===== config.mk =====
export PLATFORM = sky130hd
export DESIGN_NAME = pong_engine
export DESIGN_NICKNAME = d
export VERILOG_FILES = /design/src/rtl/pong_pkg.sv /design/src/rtl/pong_step_timer.sv /design/src/rtl/pong_engine.sv
export SDC_FILE = /design/constraint.sdc
export NUM_CORES = 1
export LEC_CHECK = 0
export ABC_AREA = 1
export CAP_MARGIN = 5
export CORE_AREA = 2 2 63 65
export CTS_CLUSTER_DIAMETER = 150
export DETAILED_ROUTE_END_ITERATION = 8
export DIE_AREA = 0 0 65 67
export HOLD_SLACK_MARGIN = 0.05
export PLACE_DENSITY = 0.87
export SETUP_SLACK_MARGIN = 0.2
export SYNTH_ARGS = -nofsm -noshare
export SYNTH_HDL_FRONTEND = slang
export SYNTH_SLANG_ARGS = --single-unit
export TNS_END_PERCENT = 30

===== constraint.sdc =====
create_clock -name clk -period 2.97 [get_ports clk]
set_clock_uncertainty 0.2 [all_clocks]
set_input_delay 0.594 -clock clk [delete_from_list [all_inputs] [get_ports clk]]
set_output_delay 0.594 -clock clk [all_outputs]
set_load 0.01 [all_outputs]

===== src/rtl/pong_pkg.sv =====
// Shared types and default constants for the pong game engine.
// Speed-up on return is enabled by defining PONG_SPEEDUP_EN.
package pong_pkg;

  localparam int unsigned PERIOD_W        = 4;
  localparam int unsigned DEF_N_LEDS      = 8;
  localparam int unsigned DEF_SCORE_W     = 4;
  localparam int unsigned DEF_WIN_SCORE   = 15;
  localparam int unsigned DEF_INIT_PERIOD = 4;

  typedef enum logic [1:0] {
    ST_SERVE    = 2'd0,
    ST_MOVE_UP  = 2'd1,
    ST_MOVE_DN  = 2'd2,
    ST_GAMEOVER = 2'd3
  } state_t;

endpackage


===== src/rtl/pong_step_timer.sv =====
// Ball step timer: counts ticks against the current period and strobes a step.
// With PONG_SPEEDUP_EN defined, each return shortens the period down to 1.
module pong_step_timer
  import pong_pkg::*;
#(
  parameter int unsigned INIT_PERIOD = DEF_INIT_PERIOD
) (
  input  logic i_clk,
  input  logic i_reset,
  input  logic i_tick,
  input  logic i_run,
  input  logic i_ret,
  output logic o_step_c
);

  localparam logic [PERIOD_W-1:0] INIT_P = PERIOD_W'(INIT_PERIOD);

  logic [PERIOD_W-1:0] r_cnt;
  logic [PERIOD_W-1:0] r_period;
  logic                w_hit;

  assign w_hit    = (r_cnt == (r_period - PERIOD_W'(1)));
  assign o_step_c = i_tick & i_run & w_hit;

  // Outside a rally the timer idles cleared with the serve period restored.
  always_ff @(posedge i_clk or posedge i_reset) begin
    if (i_reset) begin
      r_cnt    <= '0;
      r_period <= INIT_P;
    end else if (!i_run) begin
      r_cnt    <= '0;
      r_period <= INIT_P;
    end else if (i_ret) begin
      r_cnt <= '0;
`ifdef PONG_SPEEDUP_EN
      if (r_period > PERIOD_W'(1)) r_period <= r_period - PERIOD_W'(1);
`endif
    end else if (i_tick) begin
      r_cnt <= w_hit ? '0 : r_cnt + PERIOD_W'(1);
    end
  end

endmodule


===== src/rtl/pong_engine.sv =====
// Two-player LED pong: serve, rally, fault/miss scoring and game-over.
// Optional return speed-up is enabled by defining PONG_SPEEDUP_EN.
module pong_engine
  import pong_pkg::*;
#(
  parameter int unsigned N_LEDS      = DEF_N_LEDS,
  parameter int unsigned SCORE_W     = DEF_SCORE_W,
  parameter int unsigned WIN_SCORE   = DEF_WIN_SCORE,
  parameter int unsigned INIT_PERIOD = DEF_INIT_PERIOD
) (
  input  logic               clk,
  input  logic               reset,
  input  logic               tick,
  input  logic               p0,
  input  logic               p1,
  output logic [N_LEDS-1:0]  leds,
  output logic [SCORE_W-1:0] score0,
  output logic [SCORE_W-1:0] score1,
  output logic               serve_side,
  output logic               game_over,
  output logic               winner
);

  localparam int unsigned        POS_W   = $clog2(N_LEDS);
  localparam logic [POS_W-1:0]   POS_MAX = POS_W'(N_LEDS - 1);
  localparam logic [SCORE_W-1:0] WIN     = SCORE_W'(WIN_SCORE);

  state_t             r_state, w_state_nxt;
  logic [POS_W-1:0]   r_pos, w_pos_nxt;
  logic [N_LEDS-1:0]  r_leds;
  logic [SCORE_W-1:0] r_score0, r_score1, w_score0_nxt, w_score1_nxt;
  logic               r_serve, w_serve_nxt;
  logic               r_go, w_go_nxt;
  logic               r_winner, w_winner_nxt;
  logic               r_f0, r_f1, w_f0, w_f1;
  logic               w_run, w_ret, w_point, w_scorer, w_step;

  // A press on the deciding cycle itself counts alongside the sticky flag.
  assign w_f0  = r_f0 | p0;
  assign w_f1  = r_f1 | p1;
  assign w_run = (r_state == ST_MOVE_UP) || (r_state == ST_MOVE_DN);

  pong_step_timer #(
    .INIT_PERIOD(INIT_PERIOD)
  ) u_timer (
    .i_clk    (clk),
    .i_reset  (reset),
    .i_tick   (tick),
    .i_run    (w_run),
    .i_ret    (w_ret),
    .o_step_c (w_step)
  );

  always_comb begin
    w_state_nxt  = r_state;
    w_pos_nxt    = r_pos;
    w_score0_nxt = r_score0;
    w_score1_nxt = r_score1;
    w_serve_nxt  = r_serve;
    w_go_nxt     = r_go;
    w_winner_nxt = r_winner;
    w_ret        = 1'b0;
    w_point      = 1'b0;
    w_scorer     = 1'b0;
    case (r_state)
      ST_SERVE: begin
        if (tick && (r_serve ? w_f1 : w_f0))
          w_state_nxt = r_serve ? ST_MOVE_DN : ST_MOVE_UP;
      end
      ST_MOVE_UP: begin
        if (tick) begin
          if (w_f1) begin
            if (r_pos == POS_MAX) begin
              w_ret       = 1'b1;
              w_state_nxt = ST_MOVE_DN;
            end else begin
              w_point = 1'b1;
            end
          end else if (w_step) begin
            if (r_pos == POS_MAX) w_point = 1'b1;
            else                  w_pos_nxt = r_pos + POS_W'(1);
          end
        end
      end
      ST_MOVE_DN: begin
        w_scorer = 1'b1;
        if (tick) begin
          if (w_f0) begin
            if (r_pos == '0) begin
              w_ret       = 1'b1;
              w_state_nxt = ST_MOVE_UP;
            end else begin
              w_point = 1'b1;
            end
          end else if (w_step) begin
            if (r_pos == '0) w_point = 1'b1;
            else             w_pos_nxt = r_pos - POS_W'(1);
          end
        end
      end
      default: ;
    endcase

    // Point: scorer advances; the loser serves from their own end.
    if (w_point) begin
      if (w_scorer) w_score1_nxt = r_score1 + SCORE_W'(1);
      else          w_score0_nxt = r_score0 + SCORE_W'(1);
      if ((w_scorer ? w_score1_nxt : w_score0_nxt) == WIN) begin
        w_state_nxt  = ST_GAMEOVER;
        w_go_nxt     = 1'b1;
        w_winner_nxt = w_scorer;
      end else begin
        w_state_nxt = ST_SERVE;
        w_serve_nxt = ~w_scorer;
        w_pos_nxt   = w_scorer ? '0 : POS_MAX;
      end
    end
  end

  always_ff @(posedge clk or posedge reset) begin
    if (reset) begin
      r_state  <= ST_SERVE;
      r_pos    <= '0;
      r_leds   <= N_LEDS'(1);
      r_score0 <= '0;
      r_score1 <= '0;
      r_serve  <= 1'b0;
      r_go     <= 1'b0;
      r_winner <= 1'b0;
      r_f0     <= 1'b0;
      r_f1     <= 1'b0;
    end else begin
      r_state  <= w_state_nxt;
      r_pos    <= w_pos_nxt;
      r_leds   <= (w_state_nxt == ST_GAMEOVER) ? {N_LEDS{1'b1}}
                                               : (N_LEDS'(1) << w_pos_nxt);
      r_score0 <= w_score0_nxt;
      r_score1 <= w_score1_nxt;
      r_serve  <= w_serve_nxt;
      r_go     <= w_go_nxt;
      r_winner <= w_winner_nxt;
      r_f0     <= tick ? 1'b0 : w_f0;
      r_f1     <= tick ? 1'b0 : w_f1;
    end
  end

  assign leds       = r_leds;
  assign score0     = r_score0;
  assign score1     = r_score1;
  assign serve_side = r_serve;
  assign game_over  = r_go;
  assign winner     = r_winner;

endmodule


==> run summary, run 1 <==
Switch share = 47.2%
Cts repair resizes = 0
Unrepaired setup endpoints after global routing = no
Int Power = 1.31 mW
Largest net degree at the start of global routing = 31
GPL Wtd Cong = 0.857
Hpwl dp = 2920 um
Mapped Area = 0.00197 mm^2
Max Freq = 0.412 GHz
CTS Buf Count = 5
Cells after Synth = 243
Sw Pwr = 1.17 mW
Maxcap violations = 0
Reg clk slew, reported paths = 0.07 ns
Boundary pin count = 24
Clock share of power = 14.2%
Clock Tree Root = clkbuf_8
Unique cell type count in the Yosys netlist = 34
TritonCTS clock tree = built
Least-Margin Pin Slew = 0.449 ns
Starting density of the core = 54.7%
Mux contribution to synthesized area = 0.571%
Final setup viols = 0
Final ANT Viol Nets = 0
Synthesized-area fraction occupied by and/or/nand/nor cells = 35.8%
Critical path launch point type = flop
Slew Limit Fails = 0
Power per cell area = 1060 mW/mm^2
Finished Cell Area = 0.00234 mm^2
Critical path peak fanout = 9
GRT Util Overall = 21.7%
Main combinational cell family by area after synthesis = simple AND/OR/NAND/NOR gates
Hold_ws = 0.274 ns
Post-CTS Setup Bufs = 0
Fin crit share = 81.8%
Antenna violations before repair = 0
DRT iter0 DRCs = 93
Reg power frac = 27.5%
Post-synthesis compound-gate area fraction = 7.87%
Slew HR = 69.7%
Register area share after synthesis = 38.1%
Drt total wl = 3920 um
Area contributors post-synth = dfrtp_1, nand2_1, ha_1
Adder-cell share of the synthesized area = 6.98%
Post-DP Area = 0.00224 mm^2
Synthesis Warnings = 0
Combinational share of power = 58.3%
Largest buffer count on any clock path = 2
Max IR drop VDD = 0.589 mV
Vias in the first global route = 1,635
Run status = complete, no violations
Vias per inst = 5.30
Post-Synth XOR/XNOR Area = 1.78%
Avg WL per Cell = 12.2 um
Req. time, crit path = 2.94 ns
Diode count = 0
FF+latch count, synth = 30
Post-Syn Nets = 259
Crit Path Category = reg2reg
DRC Markers = 0
TritonCTS Sinks = 30
Die Area = 0.00436 mm^2
Post-CTS Hold Buffers = 0
Grt total ovfl = 0
Leak = 1.15 nW
Largest area contributor in the netlist = dfrtp_1
TNS Setup = 0 ns
Hold Fails Final Rpt = 0
Total core area = 0.00361 mm^2
HP Class = reg2reg
Crit. End Element = flop
Synth Area per Inst = 8.11 um^2
Port bufs = 23
Num rows = 22
Die W = 65 um
Number of nets in the layout = 288
Clock H-tree levels = 2
Fin crit period = 2.43 ns
Chip Height = 67 um
DR vias = 1,702
Arrival @ worst endpoint = 2.40 ns
First-pass GRT wire length = 7130 um
Share of cells above drive strength 1 = 16.5%
Clock Latency Late Sink = 0.29 ns
Synth top area share = 36.8%
Area Growth Syn to Fin = 18.6%
Pre-antenna DRT Iters = 4
[power groups by stage]
stage / registers, mW / logic (mW) / clock network, mW
after floorplan: 0.711 / 1.03 / 0
after CTS: 0.682 / 1.45 / 0.359
final: 0.681 / 1.45 / 0.352
after global routing: 0.705 / 1.64 / 0.385
after global placement: 0.682 / 1.41 / 0
after detailed placement: 0.689 / 1.44 / 0
[cell usage in the layout, fill, tap and decap left out, drive strengths merged, types with 2 or more instances in the layout]
cell and n:
nand2 67, inv 32, dfrtp 29, nand3 29, clkdlybuf4s50 23, nor2 21
o21ai 15, nand4 14, ha 11, a21oi 8, clkbuf 6, buf 3
xnor2 2, xor2 2, clkinv 2
[through the flow]
stage / worst slack [ns] / instances / util [%] / power (mW)
after floorplan: 0.831 / 243 / - / 1.75
after global placement: 0.393 / 313 / 62.2 / 2.09
after detailed placement: 0.353 / 313 / 62.2 / 2.13
after CTS: 0.534 / 321 / 64.9 / 2.49
after global routing: 0.296 / 321 / 64.9 / 2.73
final: 0.540 / 321 / 64.9 / 2.48
[metal layers]
| metal | vias to the layer above | GRT usage [%] | share of wire (%) |
|---|---|---|---|
| met5 | - | 0 | 0 |
| met3 | 7 | 5.91 | 4.5 |
| li1 | 857 | - | - |
| met4 | 0 | 8.51 | 1.5 |
| met1 | 796 | 25.3 | 44 |
| met2 | 42 | 37.9 | 50 |
[state kept, by name (all words and copies together), names as in the netlist, 2 cells and up]
signal,cells
r_pos,3
leds,8
u_timer.r_cnt,4
score1,4
r_state,2
score0,4
[worst max-delay path, cell delays in order, from the launching register on]
cell and delay (ns):
dfrtp_1 0.41, inv_1 0.09, ha_1 0.50, nand2_4 0.12, inv_6 0.10, nand3_1 0.07
nand2_1 0.07, nand2_1 0.05, nand2_2 0.12, nand2_4 0.08, inv_4 0.09, nand2_2 0.08
mux2_1 0.31
[cell usage after synthesis]
cell type,instances
nand2_1,54
dfrtp_1,29
inv_1,26
nand3_1,22
nor2_1,15
nand4_1,14
o21ai_0,12
ha_1,11
nand2_2,9
a21oi_1,8
nand3_2,5
nand2_4,4
nor2_4,4
inv_2,3
buf_4,2
inv_4,2
nand3_4,2
nor2_2,2
o21ai_1,2
xnor2_1,2
xor2_1,2
a22oi_1,1
a31oi_1,1
buf_6,1
buf_8,1
clkinv_1,1
dfstp_2,1
inv_6,1
mux2_1,1
nor3_1,1
o2111ai_1,1
o211ai_1,1
o21ai_2,1
o22ai_1,1
[worst paths after layout]
kind                       startpoint         to  slack, ns  cells after the start
max                        r_state[0]  score1[1]       0.54                     12
min                         game_over  game_over       0.27                      2
max reg2reg                r_state[0]  score1[1]       0.54                     12
min reg2reg                 game_over  game_over       0.27                      2
max in group asynchronous       reset    leds[0]       1.78                      3
min in group asynchronous       reset  score0[2]       0.48                      3
[cell families (layout without fill, tap and decap cells)]
kind of cell | Yosys count | count (layout)
flops | 30 | 30
xor+xnor | 4 | 4
compound gates | 28 | 28
mux | 1 | 1
simple gates | 132 | 132
fa+ha+maj | 11 | 11
buf+inv | 37 | 67
[final cells by class]
class	count	area (um^2)
fillers	298	1270
multi-input cells	176	1040
flip-flops and latches	30	752
repair buffers	26	253
inverters	33	134
clock buffers	6	82.6
well taps	48	60.1
clock inverters	2	12.5
No activity file was read; power rests on OpenSTA's default activity.
==> inputs of run 2 (changes only) <==
CORE_AREA = 2 2 66 68   (was 2 2 63 65)
DIE_AREA = 0 0 68 70   (was 0 0 65 67)
PLACE_DENSITY = 0.83   (was 0.87)
clock period = 2.01 ns   (was 2.97 ns; I/O delays follow)
==> run summary, run 2 (synthesis gave the netlist of run 1 again) <==
Run status = complete, but fails checks (was complete, no violations)
Failing checks = negative setup slack
Diode count = 0 (unchanged)
Leak = 1.47 nW (was 1.15 nW)
Post-CTS Hold Buffers = 0 (unchanged)
TritonCTS Sinks = 30 (unchanged)
Clock Tree Root = clkbuf_8 (unchanged)
First-pass GRT wire length = 8850 um (was 7130 um)
HP Class = reg2reg (unchanged)
Most frequent cells in the layout = nand2_1, buf_4, dfrtp_1, inv_1, nand3_1 (was nand2_1, dfrtp_1, inv_1, clkdlybuf4s50_1, nand3_1)
Total core area = 0.00414 mm^2 (was 0.00361 mm^2)
TritonCTS clock tree = built (unchanged)
Reg power frac = 20.2% (was 27.5%)
Vias in the first global route = 2,048 (was 1,635)
Slew HR = 73.7% (was 69.7%)
Clock H-tree levels = 2 (unchanged)
Boundary pin count = 24 (unchanged)
Register area = 753 um^2 (was 752 um^2)
Combinational share of power = 68.8% (was 58.3%)
Commonest non-fill, non-tap cell in the layout = nand2_1 (unchanged)
Grt total ovfl = 0 (unchanged)
CP top delay family = simple AND/OR/NAND/NOR gates (unchanged)
Starting density of the core = 47.6% (was 54.7%)
Num rows = 24 (was 22)
GRT Util Overall = 24.3% (was 21.7%)
Reg clk slew, reported paths = 0.07 ns (about the same)
DRT iter0 DRCs = 152 (was 93)
Max FFs per register = 8 (unchanged)
Inst Count DP = 354 (was 313)
CTS Buf Count = 5 (unchanged)
Maxcap violations = 0 (unchanged)
Crit-path slowest cell = dfrtp_1 (was ha_1)
Arrival @ worst endpoint = 2.20 ns (was 2.40 ns)
Largest net degree at the start of global routing = 31 (unchanged)
Port bufs = 23 (unchanged)
DRC Markers = 0 (unchanged)
Number of nets in the layout = 334 (was 288)
Final ANT Viol Nets = 0 (unchanged)
FILL cells = 281 (was 298)
Least-Margin Pin Slew = 0.395 ns (was 0.449 ns)
Hpwl dp = 3370 um (was 2920 um)
Multi-input logic area = 0.00125 mm^2 (was 0.00104 mm^2)
CP max stage delay = 0.42 ns (was 0.50 ns)
Max Freq = 0.450 GHz (was 0.412 GHz)
Int Power = 2.48 mW (was 1.31 mW)
Critical path launch point type = flop (unchanged)
Final Util = 70.0% (was 64.9%)
Area Growth Syn to Fin = 47.2% (was 18.6%)
Final WS setup = -0.211 ns (was 0.540 ns)
DR vias = 2,083 (was 1,702)
Clock share of power = 11.0% (was 14.2%)
DP Worst Slack = -0.313 ns (was 0.353 ns)
Share of cells above drive strength 1 = 38.9% (was 16.5%)
Antenna violations before repair = 0 (unchanged)
Final non-filler cell total = 371 (was 321)
Slew Limit Fails = 0 (unchanged)
Die Area = 0.00476 mm^2 (was 0.00436 mm^2)
Power per cell area = 1660 mW/mm^2 (was 1060 mW/mm^2)
Fin crit share = 110% (was 81.8%)
Crit Path Category = reg2reg (unchanged)
Critical path peak fanout = 6 (was 9)
WP buf/inv = 4 (was 3)
Crit. End Element = flop (unchanged)
Vias per inst = 5.61 (was 5.30)
Die W = 68 um (was 65 um)
Unrepaired setup endpoints after global routing = yes (was no)
Pre-antenna DRT Iters = 5 (was 4)
Hold Fails Final Rpt = 0 (unchanged)
GPL Wtd Cong = 0.881 (was 0.857)
Switch share = 48.5% (was 47.2%)
Clock Latency Late Sink = 0.29 ns (about the same)
Final setup viols = 22 (was 0)
Largest buffer count on any clock path = 2 (unchanged)
Final total power = 4.82 mW (was 2.48 mW)
Max IR drop VDD = 1.00 mV (was 0.589 mV)
Sw Pwr = 2.34 mW (was 1.17 mW)
Chip Height = 70 um (was 67 um)
Req. time, crit path = 1.99 ns (was 2.94 ns)
Avg WL per Cell = 15.8 um (was 12.2 um)
Drt total wl = 5860 um (was 3920 um)
Fin crit period = 2.22 ns (was 2.43 ns)
CP Cell Sequence = inv_2, ha_4, inv_4, buf_4, nor2_2, nand2_1, nand2_2, nand3_4, inv_4, nand2_8, nand4_1, nand2_1 (was inv_1, ha_1, nand2_4, inv_6, nand3_1, nand2_1, nand2_1, nand2_2, nand2_4, inv_4, nand2_2, mux2_1)
[run 2: cell type report]
type	count	area share, %
flip-flops and latches	30	25.9
multi-input cells	178	43.1
inverters	33	4.87
clock buffers	6	2.84
well taps	52	2.24
repair buffers	70	20.6
clock inverters	2	0.431
[run 2: power groups by stage]
stage / logic [mW] / clock network, mW / registers [mW]
global placement: 2.58 / 0 / 0.965
floorplan: 1.58 / 0 / 1.05
finish: 3.31 / 0.532 / 0.975
global route: 3.57 / 0.552 / 0.993
CTS: 2.98 / 0.517 / 0.967
detailed placement: 2.64 / 0 / 0.970
[run 2: path summary, 6_finish.rpt]
check / slack (ns) / end / cells after the start / start
worst max-delay path: -0.21 / leds[3] / 12 / r_state[0]
worst min-delay path: 0.28 / game_over / 2 / game_over
worst max register to register: -0.21 / leds[3] / 12 / r_state[0]
worst min register to register: 0.28 / game_over / 2 / game_over
max in group asynchronous: 0.99 / leds[0] / 3 / reset
min in group asynchronous: 0.30 / leds[6] / 3 / reset
[run 2: what timing repair did]
action | CTS | global route
gates resized for setup | 46 | 24
endpoints found under the hold margin | 0 | 0
buffers inserted | 6 | 1
endpoints found under the setup margin | 36 | 32
gates cloned | 2 | 0
pin swaps | 12 | 7
[run 2: worst reg2reg max path: stages, from the launching register on]
cell and delay, ns:
dfrtp_1 0.42, inv_2 0.12, ha_4 0.22, inv_4 0.07, buf_4 0.14, nor2_2 0.13
nand2_1 0.08, nand2_2 0.13, nand3_4 0.16, inv_4 0.16, nand2_8 0.08, nand4_1 0.14
nand2_1 0.07
[run 2: metrics by stage]
stage | instance area [um^2] | hold WS (ns) | TNS (ns)
3_3_place_gp | 2550 | 0.256 | -4.20
2_1_floorplan | 2000 | 0.286 | -0.603
3_5_place_dp | 2550 | 0.262 | -5.19
4_1_cts | 2820 | 0.285 | -0.457
5_1_grt | 2900 | 0.313 | -3.65
6_report | 2900 | 0.275 | -2.35
[run 2: routing by layer]
| metal | part of all wire [%] | global-route usage (%) | vias up |
|---|---|---|---|
| met5 | 0 | 0 | - |
| met4 | 4.0 | 14.4 | 0 |
| met3 | 6.7 | 5.48 | 28 |
| met2 | 52 | 40.1 | 113 |
| met1 | 37 | 28.0 | 989 |
| li1 | - | - | 953 |
==> inputs of run 3 (changes only) <==
CAP_MARGIN = 20   (was 5)
CORE_AREA = 2 2 63 65   (was 2 2 66 68)
DIE_AREA = 0 0 65 67   (was 0 0 68 70)
PLACE_DENSITY = 0.87   (was 0.83)
clock period = 2.7 ns   (was 2.01 ns; I/O delays follow)
==> run summary, run 3 (synthesis gave the netlist of run 1 again) <==
Critical path peak fanout = 9 (was 6)
HP Class = reg2reg (unchanged)
FF-to-FF End = leds[2] (was leds[3])
First-pass GRT wire length = 7250 um (was 8850 um)
Max Freq = 0.431 GHz
Fin crit period = 2.32 ns
Sw Pwr = 1.31 mW (was 2.34 mW)
Max IR drop VDD = 0.658 mV (was 1.00 mV)
Register area = 752 um^2 (was 753 um^2)
Switch share = 46.9% (was 48.5%)
Hold EP = game_over (unchanged)
Unrepaired setup endpoints after global routing = no (was yes)
Combinational share of power = 59.3% (was 68.8%)
Number of nets in the layout = 290 (was 334)
Final non-filler cell total = 323 (was 371)
Grt total ovfl = 0 (unchanged)
Least-Margin Pin Slew = 0.483 ns (was 0.395 ns)
Int Power = 1.48 mW (was 2.48 mW)
Hpwl dp = 3130 um (was 3370 um)
Reg power frac = 27.1% (was 20.2%)
Vias per inst = 5.39 (was 5.61)
Post-DP Area = 0.00226 mm^2 (was 0.00255 mm^2)
Reg clk slew, reported paths = 0.07 ns (about the same)
R2r worst-path depth = 13 (was 12)
Die W = 65 um (was 68 um)
Hold_ws = 0.278 ns (was 0.275 ns)
TritonCTS Sinks = 30 (unchanged)
Share of cells above drive strength 1 = 18.2% (was 38.9%)
Chip Height = 67 um (was 70 um)
GRT Util Overall = 22.0% (was 24.3%)
Cts repair resizes = 0 (was 46)
CTS Buf Count = 5 (unchanged)
Slew HR = 67.4% (was 73.7%)
Hold Fails Final Rpt = 0 (unchanged)
Boundary pin count = 24 (unchanged)
Commonest non-fill, non-tap cell in the layout = nand2_1 (unchanged)
Pre-antenna DRT Iters = 4 (was 5)
Drt total wl = 4060 um (was 5860 um)
Req. time, crit path = 2.68 ns (was 1.99 ns)
Crit Path Category = in2reg (was reg2reg)
Final Util = 66.0% (was 70.0%)
Maxcap violations = 0 (unchanged)
GPL Wtd Cong = 0.858 (was 0.881)
Most frequent cells in the layout = nand2_1, dfrtp_1, inv_1, clkdlybuf4s50_1, nand3_1 (was nand2_1, buf_4, dfrtp_1, inv_1, nand3_1)
Port bufs = 23 (unchanged)
FILL cells = 287 (was 281)
Worst R2R Start = r_state[1] (was r_state[0])
DR vias = 1,741 (was 2,083)
Multi-input logic area = 0.00107 mm^2 (was 0.00125 mm^2)
Clock Latency Late Sink = 0.28 ns (was 0.29 ns)
Power per cell area = 1170 mW/mm^2 (was 1660 mW/mm^2)
TNS Setup = 0 ns (was -2.35 ns)
Area Growth Syn to Fin = 20.6% (was 47.2%)
Critical path launch point type = input pin (was flop)
Final ANT Viol Nets = 0 (unchanged)
Clock share of power = 13.6% (was 11.0%)
Slew Limit Fails = 0 (unchanged)
Arrival @ worst endpoint = 2.29 ns (was 2.20 ns)
Crit. End Element = flop (unchanged)
Antenna violations before repair = 0 (unchanged)
Clock H-tree levels = 2 (unchanged)
Diode count = 0 (unchanged)
Final setup viols = 0 (was 22)
Starting density of the core = 54.7% (was 47.6%)
Post-CTS Hold Buffers = 0 (unchanged)
Inst Count DP = 315 (was 354)
Hold path startpoint = game_over (unchanged)
Total core area = 0.00361 mm^2 (was 0.00414 mm^2)
DRT iter0 DRCs = 102 (was 152)
Avg WL per Cell = 12.6 um (was 15.8 um)
Num rows = 22 (was 24)
Leak = 1.16 nW (was 1.47 nW)
Largest net degree at the start of global routing = 31 (unchanged)
Largest buffer count on any clock path = 2 (unchanged)
FF-to-FF setup slack = 0.45 ns (was -0.21 ns)
DRC Markers = 0 (unchanged)
Clock Tree Root = clkbuf_8 (unchanged)
Run status = complete, no violations (was complete, but fails checks)
Vias in the first global route = 1,702 (was 2,048)
Die Area = 0.00436 mm^2 (was 0.00476 mm^2)
Finished Cell Area = 0.00238 mm^2 (was 0.00290 mm^2)
Max FFs per register = 8 (unchanged)
Fin crit share = 85.9%
Post-CTS Setup Bufs = 0 (was 6)
Hold Crit Depth = 2 (unchanged)
TritonCTS clock tree = built (unchanged)
run 3: cell count changes in the layout (fill, tap and decap cells not counted), sizes merged:
| cell | delta |
|---|---|
| clkinv | +1 |
| nor2 | -1 |
| dlygate4sd2 | -8 |
| inv | -1 |
| nand2 | -1 |
| dlymetal6s2s | -4 |
| clkdlybuf4s50 | +12 |
| buf | -42 |
run 3: cell type report:
| class | instances | area share [%] |
|---|---|---|
| Tap cell | 48 | 2.52 |
| Clock inverter | 2 | 0.526 |
| Multi-Input combinational cell | 176 | 45.0 |
| Clock buffer | 6 | 3.47 |
| Timing Repair Buffer | 28 | 11.3 |
| Sequential cell | 30 | 31.6 |
| Inverter | 33 | 5.63 |
run 3: how the worst max path moves through the flow:
stage	start	end	slack, ns
floorplan	r_state[0]	score1[1]	0.56
global placement	tick	score1[1]	0.18
detailed placement	p0	score1[1]	0.13
CTS	r_state[0]	leds[7]	0.28
global route	p0	leds[6]	0.22
finish	p0	leds[2]	0.38
run 3: power by group through the flow:
stage | sequential [mW] | clock, mW | combinational, mW
after floorplan | 0.782 | 0 | 1.14
after detailed placement | 0.756 | 0 | 1.62
after global placement | 0.752 | 0 | 1.57
after global routing | 0.778 | 0.408 | 1.86
after CTS | 0.750 | 0.383 | 1.63
final | 0.754 | 0.379 | 1.65
run 3: per-layer routing:
layer | up-vias | track usage [%] | wire, um
met5 | - | 0 | 0
met4 | 0 | 8.78 | 102
met2 | 53 | 39.4 | 2090
li1 | 867 | - | -
met3 | 9 | 5.41 | 214
met1 | 812 | 25.2 | 1650
run 3: worst max-delay path, cell delays in order:
cell	delay, ns
clkdlybuf4s50_1	0.48
nor2_4	0.23
nor2_1	0.11
nor2_1	0.14
nand2_1	0.08
nand2_2	0.12
nand3_4	0.14
nand3_2	0.16
clkinv_1	0.13
nand4_1	0.10
nand2_1	0.05
run 3: through the flow:
stage               power (mW)  setup WS, ns
global route              3.05         0.218
finish                    2.78         0.382
CTS                       2.76         0.279
global placement          2.33         0.177
detailed placement        2.38         0.126
floorplan                 1.92         0.561
